**config.mk**
```make
export PLATFORM = sky130hd
export DESIGN_NAME = lcd_timing_gen_flat
export DESIGN_NICKNAME = d
export VERILOG_FILES = /design/src/rtl/lcd_timing_pkg.sv /design/src/rtl/lcd_timing_gen_if.sv /design/src/rtl/lcd_timing_gen_sync_delay_line.sv /design/src/rtl/lcd_timing_gen.sv /design/src/flat_wrapper.sv
export SDC_FILE = /design/constraint.sdc
export NUM_CORES = 1
export LEC_CHECK = 0
export ABC_CLOCK_PERIOD_IN_PS = 2500
export CAP_MARGIN = 10
export CORE_ASPECT_RATIO = 0.8
export CORE_MARGIN = 4
export CORE_UTILIZATION = 56
export CTS_BUF_LIST = sky130_fd_sc_hd__clkbuf_16
export CTS_CLUSTER_DIAMETER = 200
export CTS_CLUSTER_SIZE = 30
export DETAILED_ROUTE_END_ITERATION = 7
export DONT_BUFFER_PORTS = 1
export GPL_ROUTABILITY_DRIVEN = 1
export PLACE_DENSITY = 0.86
export SLEW_MARGIN = 15
export SYNTH_ARGS = -nofsm -noshare
export SYNTH_HDL_FRONTEND = slang
export SYNTH_HIERARCHICAL = 1
export SYNTH_SLANG_ARGS = --single-unit
```
**constraint.sdc**
```tcl
create_clock -name CLK -period 2.5 [get_ports CLK]
set_clock_uncertainty 0.05 [all_clocks]
set_input_delay 0.375 -clock CLK [delete_from_list [all_inputs] [get_ports CLK]]
set_output_delay 0.375 -clock CLK [all_outputs]
set_load 0.01 [all_outputs]
```
**src/rtl/lcd_timing_pkg.sv**
```systemverilog
// Shared panel constants for the 480x272 RGB LCD and the types passed between
// the timing generator and its delay line; pixel generators import it too.
package lcd_timing_pkg;

    localparam int unsigned COORD_W     = 11;
    localparam int unsigned FRAME_CNT_W = 16;
    localparam int unsigned MAX_TOTAL   = 2048;

    localparam int unsigned H_ACTIVE_DEF = 480;
    localparam int unsigned H_FP_DEF     = 2;
    localparam int unsigned H_SYNC_DEF   = 41;
    localparam int unsigned H_BP_DEF     = 2;
    localparam int unsigned V_ACTIVE_DEF = 272;
    localparam int unsigned V_FP_DEF     = 2;
    localparam int unsigned V_SYNC_DEF   = 10;
    localparam int unsigned V_BP_DEF     = 2;

    localparam int unsigned H_TOTAL_DEF = H_ACTIVE_DEF + H_FP_DEF + H_SYNC_DEF + H_BP_DEF;
    localparam int unsigned V_TOTAL_DEF = V_ACTIVE_DEF + V_FP_DEF + V_SYNC_DEF + V_BP_DEF;

    localparam int unsigned LCD_WIDTH  = H_ACTIVE_DEF;
    localparam int unsigned LCD_HEIGHT = V_ACTIVE_DEF;

    localparam logic DEN_INACTIVE   = 1'b0;
    localparam logic HSYNC_INACTIVE = 1'b1;
    localparam logic VSYNC_INACTIVE = 1'b1;

    typedef struct packed {
        logic den;
        logic hsync_n;
        logic vsync_n;
    } lcd_ctrl_t;

    localparam lcd_ctrl_t CTRL_INACTIVE = '{den: DEN_INACTIVE, hsync_n: HSYNC_INACTIVE,
                                            vsync_n: VSYNC_INACTIVE};

    // True when lo <= pos < lo+len.
    function automatic logic in_window(logic [31:0] pos, int unsigned lo, int unsigned len);
        return (pos >= lo) && (pos < lo + len);
    endfunction

endpackage

```
**src/rtl/lcd_timing_gen_if.sv**
```systemverilog
// Raster bundle from the timing generator: coordinate/enable stream for pixel
// generators, delayed panel controls, and line/frame pacing strobes.
interface lcd_timing_gen_if;
    import lcd_timing_pkg::*;

    logic                   DEN;
    logic [COORD_W-1:0]     X;
    logic [COORD_W-1:0]     Y;
    logic                   LCD_DEN;
    logic                   LCD_HSYNC;
    logic                   LCD_VSYNC;
    logic                   LINE_START;
    logic                   FRAME_START;
    logic [FRAME_CNT_W-1:0] FRAME_CNT;

    modport master (
        output DEN, X, Y, LCD_DEN, LCD_HSYNC, LCD_VSYNC, LINE_START, FRAME_START, FRAME_CNT
    );

    modport slave (
        input DEN, X, Y, LCD_DEN, LCD_HSYNC, LCD_VSYNC, LINE_START, FRAME_START, FRAME_CNT
    );

endinterface

```
**src/rtl/lcd_timing_gen_sync_delay_line.sv**
```systemverilog
// Fixed-depth shift register; reset loads every stage with INIT so the output
// stays at the init value until real data has propagated. DEPTH=0 is a wire.
module sync_delay_line #(
    parameter int unsigned       WIDTH = 1,
    parameter int unsigned       DEPTH = 1,
    parameter logic [WIDTH-1:0]  INIT  = '0
) (
    input  logic             clk_i,
    input  logic             rst_ni,
    input  logic [WIDTH-1:0] d_i,
    output logic [WIDTH-1:0] q_o
);

    if (DEPTH == 0) begin : g_wire
        logic unused_clk_rst;
        assign unused_clk_rst = clk_i ^ rst_ni;
        assign q_o = d_i;
    end else begin : g_reg
        logic [WIDTH-1:0] stage_q [DEPTH];

        always_ff @(posedge clk_i) begin
            if (!rst_ni) begin
                for (int i = 0; i < DEPTH; i++) stage_q[i] <= INIT;
            end else begin
                stage_q[0] <= d_i;
                for (int i = 1; i < DEPTH; i++) stage_q[i] <= stage_q[i-1];
            end
        end

        assign q_o = stage_q[DEPTH-1];
    end

endmodule

```
**src/rtl/lcd_timing_gen.sv**
```systemverilog
// Raster timing for the RGB LCD: free-running h/v counters, active-area and
// sync decode, panel controls delayed to match registered colour, frame count.
module lcd_timing_gen
    import lcd_timing_pkg::*;
#(
    parameter int unsigned H_ACTIVE   = LCD_WIDTH,
    parameter int unsigned H_FP       = H_FP_DEF,
    parameter int unsigned H_SYNC     = H_SYNC_DEF,
    parameter int unsigned H_BP       = H_BP_DEF,
    parameter int unsigned V_ACTIVE   = LCD_HEIGHT,
    parameter int unsigned V_FP       = V_FP_DEF,
    parameter int unsigned V_SYNC     = V_SYNC_DEF,
    parameter int unsigned V_BP       = V_BP_DEF,
    parameter int unsigned PIPE_DELAY = 1
) (
    input  logic             CLK,
    input  logic             RST_IN,
    lcd_timing_gen_if.master bus
);

    localparam int unsigned H_TOTAL = H_ACTIVE + H_FP + H_SYNC + H_BP;
    localparam int unsigned V_TOTAL = V_ACTIVE + V_FP + V_SYNC + V_BP;
    localparam logic [COORD_W-1:0] H_LAST = COORD_W'(H_TOTAL - 1);
    localparam logic [COORD_W-1:0] V_LAST = COORD_W'(V_TOTAL - 1);

    if (H_TOTAL > MAX_TOTAL || V_TOTAL > MAX_TOTAL) begin : g_bad_geometry
        $error("lcd_timing_gen: H_TOTAL=%0d V_TOTAL=%0d exceed %0d", H_TOTAL, V_TOTAL, MAX_TOTAL);
    end

    logic [COORD_W-1:0]     hcnt_q, hcnt_d;
    logic [COORD_W-1:0]     vcnt_q, vcnt_d;
    logic [FRAME_CNT_W-1:0] frame_cnt_q, frame_cnt_d;
    logic                   h_last, v_last;
    logic [31:0]            h_pos, v_pos;
    logic                   line_start;
    lcd_ctrl_t              ctrl, ctrl_dly;

    always_comb begin
        h_last      = (hcnt_q == H_LAST);
        v_last      = (vcnt_q == V_LAST);
        hcnt_d      = h_last ? '0 : hcnt_q + 1'b1;
        vcnt_d      = vcnt_q;
        frame_cnt_d = frame_cnt_q;
        if (h_last) begin
            vcnt_d = v_last ? '0 : vcnt_q + 1'b1;
            if (v_last) frame_cnt_d = frame_cnt_q + 1'b1;
        end
    end

    always_ff @(posedge CLK) begin
        if (!RST_IN) begin
            hcnt_q      <= '0;
            vcnt_q      <= '0;
            frame_cnt_q <= '0;
        end else begin
            hcnt_q      <= hcnt_d;
            vcnt_q      <= vcnt_d;
            frame_cnt_q <= frame_cnt_d;
        end
    end

    // Gated by RST_IN directly so reset silences DEN and strobes in the same clock.
    always_comb begin
        h_pos      = 32'(hcnt_q);
        v_pos      = 32'(vcnt_q);
        ctrl       = CTRL_INACTIVE;
        line_start = 1'b0;
        if (RST_IN) begin
            ctrl.den     = (h_pos < H_ACTIVE) && (v_pos < V_ACTIVE);
            ctrl.hsync_n = !in_window(h_pos, H_ACTIVE + H_FP, H_SYNC);
            ctrl.vsync_n = !in_window(v_pos, V_ACTIVE + V_FP, V_SYNC);
            line_start   = (hcnt_q == '0);
        end
    end

    sync_delay_line #(
        .WIDTH (3),
        .DEPTH (PIPE_DELAY),
        .INIT  (CTRL_INACTIVE)
    ) u_ctrl_dly (
        .clk_i  (CLK),
        .rst_ni (RST_IN),
        .d_i    (ctrl),
        .q_o    (ctrl_dly)
    );

    assign bus.DEN         = ctrl.den;
    assign bus.X           = hcnt_q;
    assign bus.Y           = vcnt_q;
    assign bus.LINE_START  = line_start;
    assign bus.FRAME_START = line_start && (vcnt_q == '0);
    assign bus.FRAME_CNT   = frame_cnt_q;
    assign bus.LCD_DEN     = ctrl_dly.den;
    assign bus.LCD_HSYNC   = ctrl_dly.hsync_n;
    assign bus.LCD_VSYNC   = ctrl_dly.vsync_n;

endmodule

```
**src/flat_wrapper.sv**
```systemverilog
// flat-port wrapper written by rule: the top's interface ports become plain ports
module lcd_timing_gen_flat import lcd_timing_pkg::*;
#(
    parameter int unsigned H_ACTIVE   = LCD_WIDTH,
    parameter int unsigned H_FP       = H_FP_DEF,
    parameter int unsigned H_SYNC     = H_SYNC_DEF,
    parameter int unsigned H_BP       = H_BP_DEF,
    parameter int unsigned V_ACTIVE   = LCD_HEIGHT,
    parameter int unsigned V_FP       = V_FP_DEF,
    parameter int unsigned V_SYNC     = V_SYNC_DEF,
    parameter int unsigned V_BP       = V_BP_DEF,
    parameter int unsigned PIPE_DELAY = 1
)
  (CLK, RST_IN, bus_DEN, bus_X, bus_Y, bus_LCD_DEN, bus_LCD_HSYNC, bus_LCD_VSYNC, bus_LINE_START, bus_FRAME_START, bus_FRAME_CNT);
  lcd_timing_gen_if bus_i ();
  input  logic CLK;
  input  logic RST_IN;
  output wire logic [$bits(bus_i.DEN)-1:0] bus_DEN;
  output wire logic [$bits(bus_i.X)-1:0] bus_X;
  output wire logic [$bits(bus_i.Y)-1:0] bus_Y;
  output wire logic [$bits(bus_i.LCD_DEN)-1:0] bus_LCD_DEN;
  output wire logic [$bits(bus_i.LCD_HSYNC)-1:0] bus_LCD_HSYNC;
  output wire logic [$bits(bus_i.LCD_VSYNC)-1:0] bus_LCD_VSYNC;
  output wire logic [$bits(bus_i.LINE_START)-1:0] bus_LINE_START;
  output wire logic [$bits(bus_i.FRAME_START)-1:0] bus_FRAME_START;
  output wire logic [$bits(bus_i.FRAME_CNT)-1:0] bus_FRAME_CNT;
  assign bus_DEN = bus_i.DEN;
  assign bus_X = bus_i.X;
  assign bus_Y = bus_i.Y;
  assign bus_LCD_DEN = bus_i.LCD_DEN;
  assign bus_LCD_HSYNC = bus_i.LCD_HSYNC;
  assign bus_LCD_VSYNC = bus_i.LCD_VSYNC;
  assign bus_LINE_START = bus_i.LINE_START;
  assign bus_FRAME_START = bus_i.FRAME_START;
  assign bus_FRAME_CNT = bus_i.FRAME_CNT;
  lcd_timing_gen #(.H_ACTIVE(H_ACTIVE), .H_FP(H_FP), .H_SYNC(H_SYNC), .H_BP(H_BP), .V_ACTIVE(V_ACTIVE), .V_FP(V_FP), .V_SYNC(V_SYNC), .V_BP(V_BP), .PIPE_DELAY(PIPE_DELAY)) u_core (.CLK(CLK), .RST_IN(RST_IN), .bus(bus_i));
endmodule
```
== Word level (Yosys, flattened, before mapping) ==
Memories as Yosys holds them, arrays and structs flattened.
Index checks and enable logic that the tools add are counted.

* Multiplexer cells: 7
* $add $sub $neg: 3
* $lt $le $gt $ge: 6
* Reduce and logical (&&, ||, !) cells: 11
* Bitwise operators: 1
* Equality and inequality tests: 2

{| class="wikitable"
|+ Operators with widths
! cell !! count
|-
| $lt 11x9->1 const B || 3
|-
| $add 11x1->11 const B || 2
|-
| $ge 11x9->1 const B || 2
|-
| $logic_not 11->1 || 2
|-
| $add 16x1->16 const B || 1
|-
| $eq 11x10->1 const B || 1
|-
| $eq 11x9->1 const B || 1
|-
| $lt 11x10->1 const B || 1
|-
| $mux 11 || 1
|-
| $mux 3 || 2
|-
| $logic_and 1x1->1 || 4
|-
| $mux 1 || 4
|-
| $reduce_or 3->1 || 1
|-
| $logic_not 1->1 || 2
|-
| $reduce_and 2->1 || 1
|-
| $reduce_or 2->1 || 1
|-
| $not 1->1 || 1
|}

* Bits of input ports: 2
* Flip-flop bits (word level): 38
* Memories kept: 1
* Output and inout bits: 44
* Logic and storage cells: 34
* Bits in writable memories: 3

{| class="wikitable"
|+ Memories
! name !! depth !! width !! read ports !! clocked after memory_dff !! write ports !! line !! source
|-
| u_core.u_ctrl_dly.g_reg.stage_q || 1 || 3 || 1 || 0 || 1 || lcd_timing_gen_sync_delay_line.sv:19 || <nowiki>logic [WIDTH-1:0] stage_q [DEPTH];</nowiki>
|}

== Longest topological paths before layout ==
* Word-level depth: 5
* Depth in mapped cells: 8
* Depth with buffers taken out: 6

== Hierarchy ==
The synthesis kept the hierarchy.

{| class="wikitable"
|+ Modules (own cells, without submodules)
! module !! sequential area each (um^2) !! instances !! cells an instance !! area an instance (um^2)
|-
| lcd_timing_gen || 760.7 || 1 || 249 || 2019.4
|-
| sync_delay_line || 60.1 || 1 || 6 || 78.8
|}

== Worst setup path before layout ==
Ideal clock, no wire load.

* Path type: register -> register
* From: register u_core.hcnt_q[8] (netlist: u_core/bus.X[8])
* To: register u_core.frame_cnt_q[10] (netlist: u_core/bus.FRAME_CNT[10])
* Clock period less this slack: 2437 ps
* Slack: 63 ps
* Stages on the path, launching flop included: 7
* Arrival: 2317 ps
* Cells stage by stage: dfxtp_1 -> or4_1 -> buf_2 -> or4_4 -> buf_6 -> or4_1 -> a21oi_1

* Cells in the longest elaborated chain, start to end: 2

{| class="wikitable"
|+ RTL lines
! what !! line !! source
|-
| start: declaration || lcd_timing_gen.sv:30 || <nowiki>logic [COORD_W-1:0] hcnt_q, hcnt_d;</nowiki>
|-
| start signal: assignment || lcd_timing_gen.sv:56 || <nowiki>hcnt_q <= hcnt_d;</nowiki>
|-
| $eq 11x10->1 || lcd_timing_gen.sv:39 || <nowiki>h_last = (hcnt_q == H_LAST);</nowiki>
|-
| $reduce_and 2->1 (no line) || n/a ||
|-
| end signal: assignment || lcd_timing_gen.sv:58 || <nowiki>frame_cnt_q <= frame_cnt_d;</nowiki>
|-
| end: declaration || lcd_timing_gen.sv:32 || <nowiki>logic [FRAME_CNT_W-1:0] frame_cnt_q, frame_cnt_d;</nowiki>
|}

Every way passes these cells.
A chain may end at the register's enable or synchronous reset.

== Worst setup path in the final report ==
* From: register u_core.hcnt_q[8] (netlist: u_core/bus.X[8])
* To: register u_core.vcnt_q[8] (netlist: u_core/bus.Y[8])

* Cells in the longest elaborated chain, start to end: 1

{| class="wikitable"
|+ RTL lines
! what !! line !! source
|-
| $eq 11x10->1 || lcd_timing_gen.sv:39 ||
|-
| end signal: assignment || lcd_timing_gen.sv:57 || <nowiki>vcnt_q <= vcnt_d;</nowiki>
|-
| end: declaration || lcd_timing_gen.sv:31 || <nowiki>logic [COORD_W-1:0] vcnt_q, vcnt_d;</nowiki>
|}

Every way passes these cells.

==> run metrics <==
outcome=completed; data required time at the worst endpoint=around 2.7 ns; largest fanout of any net on the critical path=8; Post-Syn Area=between 2000 and 2500 µm²; number of antenna violations at the first check in global routing=0; Total Die Area=4800 µm²; buffer type at the clock tree root=sky130_fd_sc_hd__clkbuf_16; share of the cycle needed by the critical path after routing=slightly below 100%; Port Buf Inserts=0; worst-path cell with the longest stage delay=sky130_fd_sc_hd__or4_1; family of cells with the greatest summed delay on the critical path=simple AND/OR/NAND/NOR gates; leading register cell type out of synthesis=sky130_fd_sc_hd__dfxtp_1; share of the yosys chip area belonging to registers=between 30% and 40%; count of endpoints failing setup in the final report=0; kind of path behind the tightest hold check=in -> reg; vias per cell=6.37; Initial Util=approximately three fifths; H-Tree Level Count=2; final wirelength=roughly 5400 µm; post-detailed-route DRC marker count=0; type of the worst setup path=reg -> reg; Die Height=roughly 63 µm; transition time at the pin with the least slew margin=between 0.3 and 0.4 ns; antenna fix cells=0; worst hold slack across all endpoints=between 0.1 and 0.15 ns; setup slack on the worst flop-to-flop path=between 0.09 and 0.1 ns; longest individual stage delay on the worst path=around 0.6 ns; Critical path buffers and inverters=1; Critical Path Source Type=flop; TritonCTS clock tree=built; endpoint with the worst hold slack=u_core/u_ctrl_dly/g_reg.stage_q[0][1]; Power Density=roughly 560 nW/µm²; Antenna Nets Post-Route=0; Static Leak=0.814 nW; minimum clock period after layout=approximately 2.4 ns; number of placed I/O pins=46; Total Routing Usage GR=22.9%; fraction of final layout cells with drive strength greater than 1=between 10% and 20%; worst reg2reg startpoint=u_core/bus.X[8]; FF-to-FF End=u_core/bus.Y[8]; Async S/R FF share, synth=0%; final global-route overflow total=0; Final Slew Violations=0; tightest slew margin relative to the limit=73.0%; last weighted congestion value of the routability-driven placer=~0.81; Avg Cell Area, Syn=8.23 µm²; critical path's most frequent cell=sky130_fd_sc_hd__or4_1; Yosys Warn Count=6; DR iter-0 viols=210; net count of the finished layout=275; Max IR drop VDD=a little over 0.3 mV; Core ar.=about 3500 µm²; routed via count=~2000; worst hold path depth=1; flop and latch count out of synthesis=41; sum of net half-perimeters after detailed placement=roughly 3800 µm; clock network latency to the later pin of the worst-skew pair=0.28 ns; distinct cell type count after synthesis=34; launch point of the worst hold path=RST_IN; endpoint arrival time on the critical path=around 2.6 ns; wire length of the first global-routing pass=about 9000 µm; cell chain of the critical path=or4_1 > buf_4 > or3_1 > or4_1 > a21oi_1; number of buffers created by CTS=5; pin count of the biggest net entering global routing=24; maximum achievable frequency=between 400 and 500 MHz; number of nets produced by synthesis=263; Final Hold Violating Endpoints=0; vias in the first global route=1900; cells on worst reg2reg path=5; DRT Pass-1 Iters=4; cells after synthesis=255; Routed WL per cell=17.4 µm; worst-case clock buffer depth=2; Syn-to-layout area delta=13.9%; max-capacitance violation count=0; clock-pin slew reported for the worst setup and hold paths after clock tree synthesis=roughly 0.06 ns; Placement Rows=19; EDFF count, synth=0; # clock sinks=around 40; CP endpoint kind=flop; fraction of the core area covered by cells at the end of the flow=between 60% and 70%; Horiz. Die Dim=roughly 76 µm
## kinds of logic after synthesis
group	Yosys count	synth area share, %
mux	2	0.954
simple gates	122	33.2
flops	41	39.1
xor+xnor	13	5.43
buf+inv	25	4.89
fa+ha+maj	6	3.58
compound gates	46	12.9
## sequential cells by signal (all words and copies together), names as in the netlist
signal / count
u_core/bus.Y: 11
u_core/bus.X: 11
u_core/bus.FRAME_CNT: 16
u_core/u_ctrl_dly/g_reg.stage_q: 3
## routing by layer
layer  part of all wire, %  track usage [%]  vias to the layer above  wire (µm)
li1                      -                -                      965          -
met1                    43             29.0                      928       2340
met2                    48             37.2                       75       2570
met4                   1.1             7.01                        0         59
met5                     0                0                        -          0
met3                   7.8             7.49                        7        418
## cell usage after synthesis (all sizes together) (3+ instances only)
library cell  count  area (µm²)
a21oi            21         105
and2              3        18.8
and3              5        31.3
and4              3        26.3
clkbuf           13        48.8
dfxtp            41         821
ha                6        75.1
inv              10        37.5
nand2            17        63.8
nand2b            5        31.3
nand3            16        80.1
nand4             8        50.1
nor2             19        71.3
nor3              6        30.0
nor4              7        43.8
o21ai             9        45.0
o31ai            14         105
or3               9        56.3
or4              17         131
xnor2             9        78.8
xor2              4        35.0
## stage by stage
| step | instances | power (mW) | instance area (µm²) | setup slack (ns) | TNS (ns) |
|---|---|---|---|---|---|
| 5_1_grt | 310 | 1.38 | 2390 | -0.00254 | -0.00254 |
| 2_1_floorplan | 255 | 0.712 | 2100 | 0.0630 | 0 |
| 4_1_cts | 310 | 1.34 | 2380 | 0.0496 | 0 |
| 3_5_place_dp | 302 | 0.733 | 2240 | 0.0940 | 0 |
| 6_report | 310 | 1.33 | 2390 | 0.0971 | 0 |
| 3_3_place_gp | 302 | 0.732 | 2240 | 0.162 | 0 |
## power by group
part	internal (mW)	total, mW	leakage (nW)	switching, mW
registers	0.658	0.665	0.331	0.00629
clock network	0.366	0.613	0.0712	0.248
logic	0.0205	0.0555	0.412	0.0349
## how the worst max path moves through the flow
stage | start | end | slack, ns | cells after the start
after detailed placement | u_core/bus.X[8] | u_core/bus.FRAME_CNT[7] | 0.09 | 4
final | u_core/bus.X[8] | u_core/bus.Y[8] | 0.1 | 5
after global placement | u_core/bus.X[8] | u_core/bus.FRAME_CNT[8] | 0.16 | 4
after CTS | u_core/bus.Y[8] | u_core/bus.FRAME_CNT[12] | 0.05 | 4
after global routing | u_core/bus.Y[8] | u_core/bus.FRAME_CNT[12] | -0.003 | 4
after floorplan | u_core/bus.X[8] | u_core/bus.FRAME_CNT[10] | 0.06 | 6
## cells in the final DEF, fill, tap and decap left out
cell type,synthesis,routed
sky130_fd_sc_hd__nor4_1,7,7
sky130_fd_sc_hd__nand4_1,8,8
sky130_fd_sc_hd__a21oi_1,21,21
sky130_fd_sc_hd__nor3b_1,1,1
sky130_fd_sc_hd__nand3_1,16,16
sky130_fd_sc_hd__dfxtp_1,41,41
sky130_fd_sc_hd__mux2i_1,2,2
sky130_fd_sc_hd__and4b_1,1,1
sky130_fd_sc_hd__xnor2_1,9,9
sky130_fd_sc_hd__clkinv_4,0,1
sky130_fd_sc_hd__nor4b_1,1,1
sky130_fd_sc_hd__clkinv_2,0,1
sky130_fd_sc_hd__a31oi_1,1,1
sky130_fd_sc_hd__buf_4,0,20
sky130_fd_sc_hd__o21ai_1,1,1
sky130_fd_sc_hd__and2_1,3,3
sky130_fd_sc_hd__xor2_1,4,4
sky130_fd_sc_hd__nor3_1,6,5
sky130_fd_sc_hd__nand2b_1,5,5
sky130_fd_sc_hd__nor4bb_2,0,1
sky130_fd_sc_hd__ha_1,6,6
sky130_fd_sc_hd__a2111oi_0,1,1
sky130_fd_sc_hd__or4_4,1,1
sky130_fd_sc_hd__nand4b_1,2,2
sky130_fd_sc_hd__clkinv_1,0,1
sky130_fd_sc_hd__or3_1,9,9
sky130_fd_sc_hd__clkbuf_16,0,5
sky130_fd_sc_hd__inv_1,10,10
sky130_fd_sc_hd__nor3_2,0,1
sky130_fd_sc_hd__or4_1,16,16
sky130_fd_sc_hd__o21ai_0,8,8
sky130_fd_sc_hd__o31ai_1,14,14
sky130_fd_sc_hd__and4_1,3,3
sky130_fd_sc_hd__nand3b_1,1,1
sky130_fd_sc_hd__nor2_1,19,19
sky130_fd_sc_hd__and3_1,5,5
sky130_fd_sc_hd__nand2_1,17,17
## area by class of cell
class / instances / area, µm²
clock inverters: 3 / 17.5
clock buffers: 5 / 125
well taps: 42 / 52.6
flip-flops and latches: 41 / 821
multi-input cells: 189 / 1190
inverters: 10 / 37.5
fillers: 302 / 1130
repair buffers: 20 / 150
## repair_timing
action	CTS	global route
endpoints found under the setup margin	0	13
hold buffers	0	0
buffers inserted	0	0
resized for setup	0	2
(Power assumes the default switching activity.)
